### src/rtl/exc_ctrl_mepc.sv
// exc_ctrl_mepc: exception/interrupt sequencer feeding the mEPC register and fetch redirect.
module exc_ctrl_mepc #(
   parameter int unsigned NrOfIrq = 4,
   parameter int unsigned AddrWidth = 32,
   parameter logic [AddrWidth-1:0] VectorBase = 32'h00000100
) (
   input  logic                 clk_i,
   input  logic                 rst_ni,
   input  logic                 tick_i,
   input  logic [NrOfIrq-1:0]   irq_i,
   input  logic                 ecall_i,
   input  logic                 mret_i,
   input  logic [AddrWidth-1:0] pc_cur_i,
   input  logic                 boundary_i,
   input  logic [AddrWidth-1:0] mepc_q_i,
   output logic                 mepc_we_o,
   output logic [AddrWidth-1:0] mepc_d_o,
   output logic                 redirect_o,
   output logic [AddrWidth-1:0] redirect_pc_o,
   output logic                 stall_o,
   output logic [3:0]           cause_o,
   output logic                 in_handler_o
);
   typedef enum logic [2:0] {IDLE, SAVE, JUMP, HANDLER, RETURN} state_e;
   state_e state_q, state_d;
   logic [NrOfIrq-1:0] pend_q, pend_d, prev_q, rise, clr, avail;
   logic mie_q, mie_d, take;
   logic [3:0] cause_q, cause_d, irq_idx;
   logic [AddrWidth-1:0] spc_q, spc_d;

   // An edge arriving on the boundary cycle is taken at once, not a cycle later.
   assign rise  = irq_i & ~prev_q;
   assign avail = pend_q | rise;
   assign take  = mie_q && boundary_i && (ecall_i || |avail);
   assign clr   = (state_q == JUMP && 32'(cause_q) < NrOfIrq) ? NrOfIrq'(1) << cause_q : '0;
   assign pend_d = (pend_q & ~clr) | rise;

   always_comb begin
      irq_idx = '0;
      for (int i = NrOfIrq - 1; i >= 0; i--) if (avail[i]) irq_idx = 4'(i);
   end

   always_comb begin
      state_d = state_q;
      mie_d   = mie_q;
      cause_d = cause_q;
      spc_d   = spc_q;
      case (state_q)
         IDLE: if (take) begin
            state_d = SAVE;
            cause_d = ecall_i ? 4'(NrOfIrq) : irq_idx;
            spc_d   = ecall_i ? pc_cur_i + AddrWidth'(4) : pc_cur_i;
         end
         SAVE: state_d = JUMP;
         JUMP: begin
            state_d = HANDLER;
            mie_d   = 1'b0;
         end
         HANDLER: state_d = mret_i ? RETURN : HANDLER;
         RETURN: begin
            state_d = IDLE;
            mie_d   = 1'b1;
         end
         default: state_d = IDLE;
      endcase
   end

   always_ff @(posedge clk_i or negedge rst_ni) begin
      if (!rst_ni) begin
         state_q <= IDLE;
         pend_q  <= '0;
         prev_q  <= '0;
         mie_q   <= 1'b1;
         cause_q <= '0;
         spc_q   <= '0;
      end else if (tick_i) begin
         state_q <= state_d;
         pend_q  <= pend_d;
         prev_q  <= irq_i;
         mie_q   <= mie_d;
         cause_q <= cause_d;
         spc_q   <= spc_d;
      end
   end

   assign mepc_we_o     = state_q == SAVE;
   assign mepc_d_o      = mepc_we_o ? spc_q : '0;
   assign redirect_o    = state_q == JUMP || state_q == RETURN;
   assign redirect_pc_o = state_q == JUMP ? VectorBase + (AddrWidth'(cause_q) << 2) :
                          state_q == RETURN ? mepc_q_i : '0;
   assign stall_o       = state_q == SAVE || state_q == JUMP || state_q == RETURN;
   assign cause_o       = cause_q;
   assign in_handler_o  = state_q == JUMP || state_q == HANDLER;
endmodule

### config.mk
export PLATFORM = sky130hd
export DESIGN_NAME = exc_ctrl_mepc
export DESIGN_NICKNAME = d
export VERILOG_FILES = /design/src/rtl/exc_ctrl_mepc.sv
export SDC_FILE = /design/constraint.sdc
export NUM_CORES = 1
export LEC_CHECK = 0
export CAP_MARGIN = 20
export CORE_MARGIN = 1.5
export CORE_UTILIZATION = 42
export CTS_CLUSTER_DIAMETER = 200
export DETAILED_ROUTE_END_ITERATION = 10
export HOLD_SLACK_MARGIN = 0.08
export PLACE_DENSITY = 0.83
export SYNTH_ARGS = -nofsm -noshare
export SYNTH_HDL_FRONTEND = slang
export SYNTH_SLANG_ARGS = --single-unit
### constraint.sdc
create_clock -name clk_i -period 2.6 [get_ports clk_i]
set_input_delay 0.26 -clock clk_i [delete_from_list [all_inputs] [get_ports clk_i]]
set_output_delay 0.26 -clock clk_i [all_outputs]
set_load 0.02 [all_outputs]
==> run summary, run 1 <==
flop2flop setup slack: 0.49 ns
Die Footprint: 7817 sq um
share of synthesized cell area in and, or, nand and nor gates: 32.09%
most used cell along the critical path: nor2_1
count of unique library cells instantiated by Yosys: 43
nature of the critical path endpoint: output port
Clock Skews: 0.007823 ns
leakage power: 1.897 nW
capturing element of the worst setup path: stall_o
Die Ht: 88.42 microns
maximum number of pins on one net before global-route repair: 51
min-delay worst type: in2async
Yosys warnings: 0
Worst EP arrival: 2.15 ns
diodes inserted: 0
xor-xnor portion of the synthesized cell area: 8.003%
Ports: 146
run status: completed
Cell Count, Final, Fillers Out: 588
post-route worst hold slack: 0.3185 ns
antenna violations before repair: 0
launching element of the worst setup path: state_q[2]
number of standard-cell rows in the floorplan: 30
# clock sinks: 47
cell count after synthesis: 352
first-pass GRT wire length: 13280 microns
worst skew pair latency: 0.30 ns
Worst-Margin Slew: 0.5243 ns
cell at the root of the clock tree: clkbuf_8
clock tree from TritonCTS: built
count of final hold-check violations: 0
area occupied by multi-input gates: 1709 sq um
IO Port Bufs: 144
final-report setup violation count: 0
final number of max-transition violations: 0
Synth Area in Compound Gates: 11.76%
maximum VDD drop: 0.4091 mV
overall routing resource usage: 21.88%
cts bufs inserted: 5
placed cell count: 578
post-layout min period: 2.415 ns
fill count: 584
routed wire length per instance: 14.58 microns
final core area utilization: 68.37%
routability congestion estimate from global placement: 0.8251
placeable core region: 6907 sq um
Clk pin slew, worst setup/hold paths: 0.09 ns
HPWL reported at the end of detailed placement: 6601 microns
Setup TNS Final: 0 ns
Mapped Avg Cell Area: 8.705 sq um
H-tree levels: 2
post-layout net count: 566
CP Data Required Time: 2.34 ns
total number of vias: 3008
startpoint class of the critical path: register
Post-synth EDFFs: 0
share of flip-flops with an asynchronous set or reset: 100.0%
category of the critical setup timing path: reg2out
Slew Limit Headroom: 64.97%
multiplexer share of the synthesized area: 2.899%
synthesized-area fraction occupied by adder cells: 0.4083%
routed vias/inst: 5.116
endpoint of the worst register-to-register path: spc_q[29]
top fanout value on the critical path: 33
slowest CP cell: clkdlybuf4s50_1
achievable clock frequency: 0.4142 GHz
list of cells traversed by the critical path: inv_1 > nor2_1 > buf_4 > nor2_1 > nor2_1 > or2_2 > clkdlybuf4s50_1
mapped cell area: 3064 sq um
number of global-route vias before repair: 2899
post-synth net total: 427
number of remaining DRC errors: 0
Seq cells post-synth: 47
worst path setup slack after routing: 0.1854 ns
Top FF cell, synth: dfrtp_1
x dimension of the die: 88.42 microns
ratio of cells with drive above 1 in the final layout: 12.40%
main combinational cell family by area after synthesis: simple AND/OR/NAND/NOR gates
highest cell delay on the worst timing path: 0.59 ns
effective utilization at floorplan: 44.37%
iteration-0 DRC count of the detailed router: 145
MaxCap Viol Count: 0
path depth of the worst reg2reg path: 6
Area growth syn-to-layout: 54.10%
setup repair after global routing missed its margin: no
count of antenna-violating nets left after detailed routing: 0
number of optimization iterations in the first detailed-route pass: 4
number of buffers on the longest clock path: 2
RR Startpoint: state_q[0]
fraction of the yosys area taken by sequential cells: 38.42%
register cell area after layout: 1179 sq um
Setup Slack @ Placement: 0.2127 ns
post-route fraction of the period consumed by the critical path: 92.87%
areal power density over the cells: 788.8 nW/um^2
total wirelength of the detailed-routed design: 8572 microns
grt total ovfl: 0
==> routing by layer <==
metal,vias up,global-route usage [%],part of all wire (%)
met5,-,0,0
met4,0,7.670,1.4
met3,12,6.063,10
met2,133,40.80,50
met1,1387,23.69,38
li1,1476,-,-
==> layout by cell type (no fill, tap or decap), types with 2 or more instances in the layout <==
cell type	instances
clkdlybuf4s50_1	143
nor2_1	48
dfrtp_1	45
and2_1	34
and3_1	29
xnor2_1	22
a21oi_2	19
a21oi_1	14
nand2_1	14
inv_1	11
buf_4	11
nand3_1	9
nor3_1	9
mux2_2	7
clkbuf_8	7
o21ai_0	6
xor2_1	6
nor4_1	5
nand4_1	5
nor2b_1	4
a22oi_1	3
nand3b_1	3
a22o_1	3
or2_2	2
nor4b_1	2
o31ai_1	2
and4_1	2
or3_2	2
a31oi_1	2
or4_1	2
buf_12	2
==> synth_stat cells, drive strengths merged (3+ instances only) <==
cell | count | area share, %
inv | 11 | 1.3
and4 | 3 | 0.90
a22oi | 3 | 0.73
xor2 | 6 | 1.7
nor2 | 48 | 5.9
buf | 12 | 3.2
nand3b | 3 | 0.73
nor4 | 5 | 1.0
a22o | 3 | 0.86
nor3 | 10 | 1.6
nor2b | 5 | 1.0
and3 | 29 | 5.9
nand4 | 6 | 1.4
clkbuf | 14 | 1.7
and2 | 34 | 6.9
nand2 | 14 | 1.7
nand3 | 9 | 1.5
xnor2 | 22 | 6.3
mux2 | 7 | 2.6
o21ai | 6 | 0.98
or3 | 3 | 0.86
a21oi | 34 | 8.0
dfrtp | 46 | 38
==> cell type report <==
cell class | count | share of cell area [%]
Tap cell | 96 | 2.544
Clock buffer | 7 | 2.040
Inverter | 11 | 0.8744
Multi-Input combinational cell | 268 | 36.20
Clock inverter | 1 | 0.1590
Sequential cell | 47 | 24.96
Timing Repair Buffer | 158 | 33.23
==> how the worst min path moves through the flow <==
| stage | to | cells after the start |
|---|---|---|
| 2_1_floorplan | cause_o[0] | 0 |
| 3_3_place_gp | mie_q | 2 |
| 3_5_place_dp | mie_q | 2 |
| 4_1_cts | pend_q[2] | 1 |
| 5_1_grt | spc_q[20] | 2 |
| 6_report | spc_q[20] | 2 |
==> flip-flops by register name, summed over array words and instances (netlist names) <==
register  count
spc_q        32
pend_q        4
prev_q        4
cause_o       3
state_q       3
mie_q         1
==> logic make-up after synthesis <==
group | after synthesis
adders and majority gates | 1
buffers and inverters | 37
DFF | 47
muxes | 8
other | 1
xor gates and xnor gates | 28
AOI/OAI and AO/OA | 51
and+or+nand+nor | 179
==> worst max-delay path, delay by kind of cell, from the launching register on <==
kind / cells / cell delay, ns
buf+inv: 3 / 0.95
flops: 1 / 0.48
simple gates: 4 / 0.41
==> timing repair <==
| item | in CTS | in global routing |
|---|---|---|
| setup endpoints to repair | 0 | 8 |
| hold buffers | 0 | 1 |
| buffers inserted | 0 | 0 |
| hold endpoints to repair | 0 | 6 |
| resized for setup | 0 | 2 |
==> report_power, final <==
| part | leakage, nW | internal (mW) | total, mW | switching (mW) |
|---|---|---|---|---|
| Sequential | 0.538 | 1.07 | 1.31 | 0.242 |
| Clock | 0.0505 | 0.242 | 0.498 | 0.255 |
| Combinational | 1.31 | 0.950 | 1.91 | 0.964 |
| Total | 1.90 | 2.26 | 3.72 | 1.46 |
==> stage by stage <==
stage	area, sq um	power, mW
4_1_cts	4688	3.741
6_report	4722	3.725
3_5_place_dp	4584	3.234
2_1_floorplan	3064	2.386
3_3_place_gp	4584	3.191
5_1_grt	4722	3.974
(Power assumes the default switching activity.)
==> run 2: changes to the inputs <==
--- a/config.mk
+++ b/config.mk
@@ -6,6 +6,7 @@
 export NUM_CORES = 1
 export LEC_CHECK = 0
 export CAP_MARGIN = 20
+export CORE_ASPECT_RATIO = 1.1
 export CORE_MARGIN = 1.5
 export CORE_UTILIZATION = 42
 export CTS_CLUSTER_DIAMETER = 200
==> run summary, run 2 (synthesized netlist as in run 1, its figures left out) <==
Reg with most FFs: spc_q
most common library cell in the layout ignoring fill and taps: clkdlybuf4s50_1
max reg flops: 32
highest cell delay on the worst timing path: 0.62 ns
x dimension of the die: 84.44 microns
number of optimization iterations in the first detailed-route pass: 4
first-pass GRT wire length: 13590 microns
count of antenna-violating nets left after detailed routing: 0
worst skew pair latency: 0.30 ns
crit-path leading delay family: buffers and inverters
ratio of cells with drive above 1 in the final layout: 11.99%
achievable clock frequency: 0.4124 GHz
IO Port Bufs: 144
Area growth syn-to-layout: 54.10%
routed wire length per instance: 14.28 microns
cts bufs inserted: 5
maximum VDD drop: 0.4401 mV
antenna violations before repair: 0
startpoint class of the critical path: register
most used cell along the critical path: nor2_1
min-delay worst type: in2async
met1 wire length: 3179 microns
areal power density over the cells: 777.7 nW/um^2
overall routing resource usage: 21.29%
fill count: 582
H-tree levels: 2
# clock sinks: 47
post-route worst hold slack: 0.3247 ns
Setup TNS Final: 0 ns
launching element of the worst setup path: state_q[2]
routability congestion estimate from global placement: 0.8362
Worst EP arrival: 2.16 ns
effective utilization at floorplan: 43.48%
placeable core region: 7047 sq um
highest-count cells in the layout ignoring fill and taps: clkdlybuf4s50_1 (143), nor2_1 (48), dfrtp_1 (45)
nature of the critical path endpoint: output port
HPWL reported at the end of detailed placement: 6393 microns
register share of total power: 35.7%
post-layout min period: 2.425 ns
top routing layer in use: met4
Clock Power Share: 11.6%
setup repair after global routing missed its margin: no
RR Startpoint: state_q[0]
Routed met3 length: 587 microns
maximum number of pins on one net before global-route repair: 48
diodes inserted: 0
Met2 Routed Length: 4402 microns
Net Sw Power: 1.436 mW
post-layout net count: 566
fraction of power spent switching nets: 39.12%
portion of total power attributed to combinational logic: 52.7%
Die Ht: 92.59 microns
list of cells traversed by the critical path: inv_1 > nor2_1 > buf_6 > nor2_1 > nor2_1 > or2_2 > clkdlybuf4s50_1
Int Pwr: 2.236 mW
category of the critical setup timing path: reg2out
number of remaining DRC errors: 0
CP Data Required Time: 2.34 ns
Setup Slack @ Placement: 0.1670 ns
grt total ovfl: 0
leakage power: 1.896 nW
number of buffers on the longest clock path: 2
worst path setup slack after routing: 0.1751 ns
number of global-route vias before repair: 2979
final-report setup violation count: 0
final number of max-transition violations: 0
Bufs and invs on worst path: 3
post-route fraction of the period consumed by the critical path: 93.26%
total number of vias: 2994
Clock Skews: 0.01100 ns
run status: completed
Die Footprint: 7818 sq um
slowest CP cell: clkdlybuf4s50_1
top fanout value on the critical path: 33
Clk pin slew, worst setup/hold paths: 0.09 ns
iteration-0 DRC count of the detailed router: 117
largest registers: spc_q (32), pend_q (4), prev_q (4)
clock tree from TritonCTS: built
MaxCap Viol Count: 0
count of final hold-check violations: 0
total wirelength of the detailed-routed design: 8242 microns
routed vias/inst: 5.189
cell at the root of the clock tree: clkbuf_8
number of standard-cell rows in the floorplan: 32
Ports: 146
[run 2: changes by cell type in the layout (fill, tap and decap cells not counted), sizes merged]
| cell | delta |
|---|---|
| clkbuf | -1 |
| clkinv | +1 |
[run 2: repair_timing]
action                     CTS  global route
resized for setup            1             2
buffers inserted             0             0
setup endpoints to repair    2            15
gates cloned                 0             0
hold buffers                 0             1
hold endpoints to repair     0             6
pin swaps                    0             0
[run 2: path summary, 6_finish.rpt]
path | to | slack, ns | cells after the start
max in group asynchronous | mie_q | 1.76 | 3
min in group clk_i | spc_q[0] | 0.50 | 1
setup / recovery | stall_o | 0.18 | 7
setup reg to reg | spc_q[3] | 0.41 | 6
hold / removal | spc_q[8] | 0.32 | 2
hold reg to reg | spc_q[0] | 0.50 | 1
[run 2: power by group through the flow]
stage / clock, mW / sequential (mW) / combinational (mW)
after global placement: 0 / 1.30 / 1.90
after global routing: 0.469 / 1.36 / 2.12
after detailed placement: 0 / 1.32 / 1.94
after floorplan: 0 / 1.24 / 1.15
after CTS: 0.440 / 1.31 / 1.95
final: 0.426 / 1.31 / 1.94
[run 2: routing by layer]
layer / vias up / GRT usage, %
li1: 1472 / -
met1: 1390 / 23.46
met2: 123 / 41.60
met3: 9 / 4.100
met4: 0 / 5.242
met5: - / 0
[run 2: metrics by stage]
step / instances / instance area [sq um] / utilization [%] / total power [mW]
2_1_floorplan: 352 / 3064 / - / 2.386
3_3_place_gp: 567 / 4596 / 65.22 / 3.205
3_5_place_dp: 567 / 4596 / 65.22 / 3.256
4_1_cts: 575 / 4687 / 66.51 / 3.702
5_1_grt: 577 / 4722 / 67.01 / 3.948
6_report: 577 / 4722 / 67.01 / 3.672
[run 2: cell type report]
class | count | area [sq um] | area share [%]
Inverter | 11 | 41.29 | 0.8744
Tap cell | 85 | 106.4 | 2.252
Multi-Input combinational cell | 268 | 1713 | 36.27
Clock inverter | 2 | 12.51 | 0.2650
Timing Repair Buffer | 158 | 1598 | 33.84
Clock buffer | 6 | 72.57 | 1.537
Sequential cell | 47 | 1179 | 24.96
[run 2: worst register-to-register path, cell delays in order, from the launching register on]
cell     delay, ns
dfrtp_2       0.48
or3b_4        0.44
or3_4         0.40
a21oi_4       0.36
buf_12        0.24
nor2_1        0.06
a21oi_1       0.12
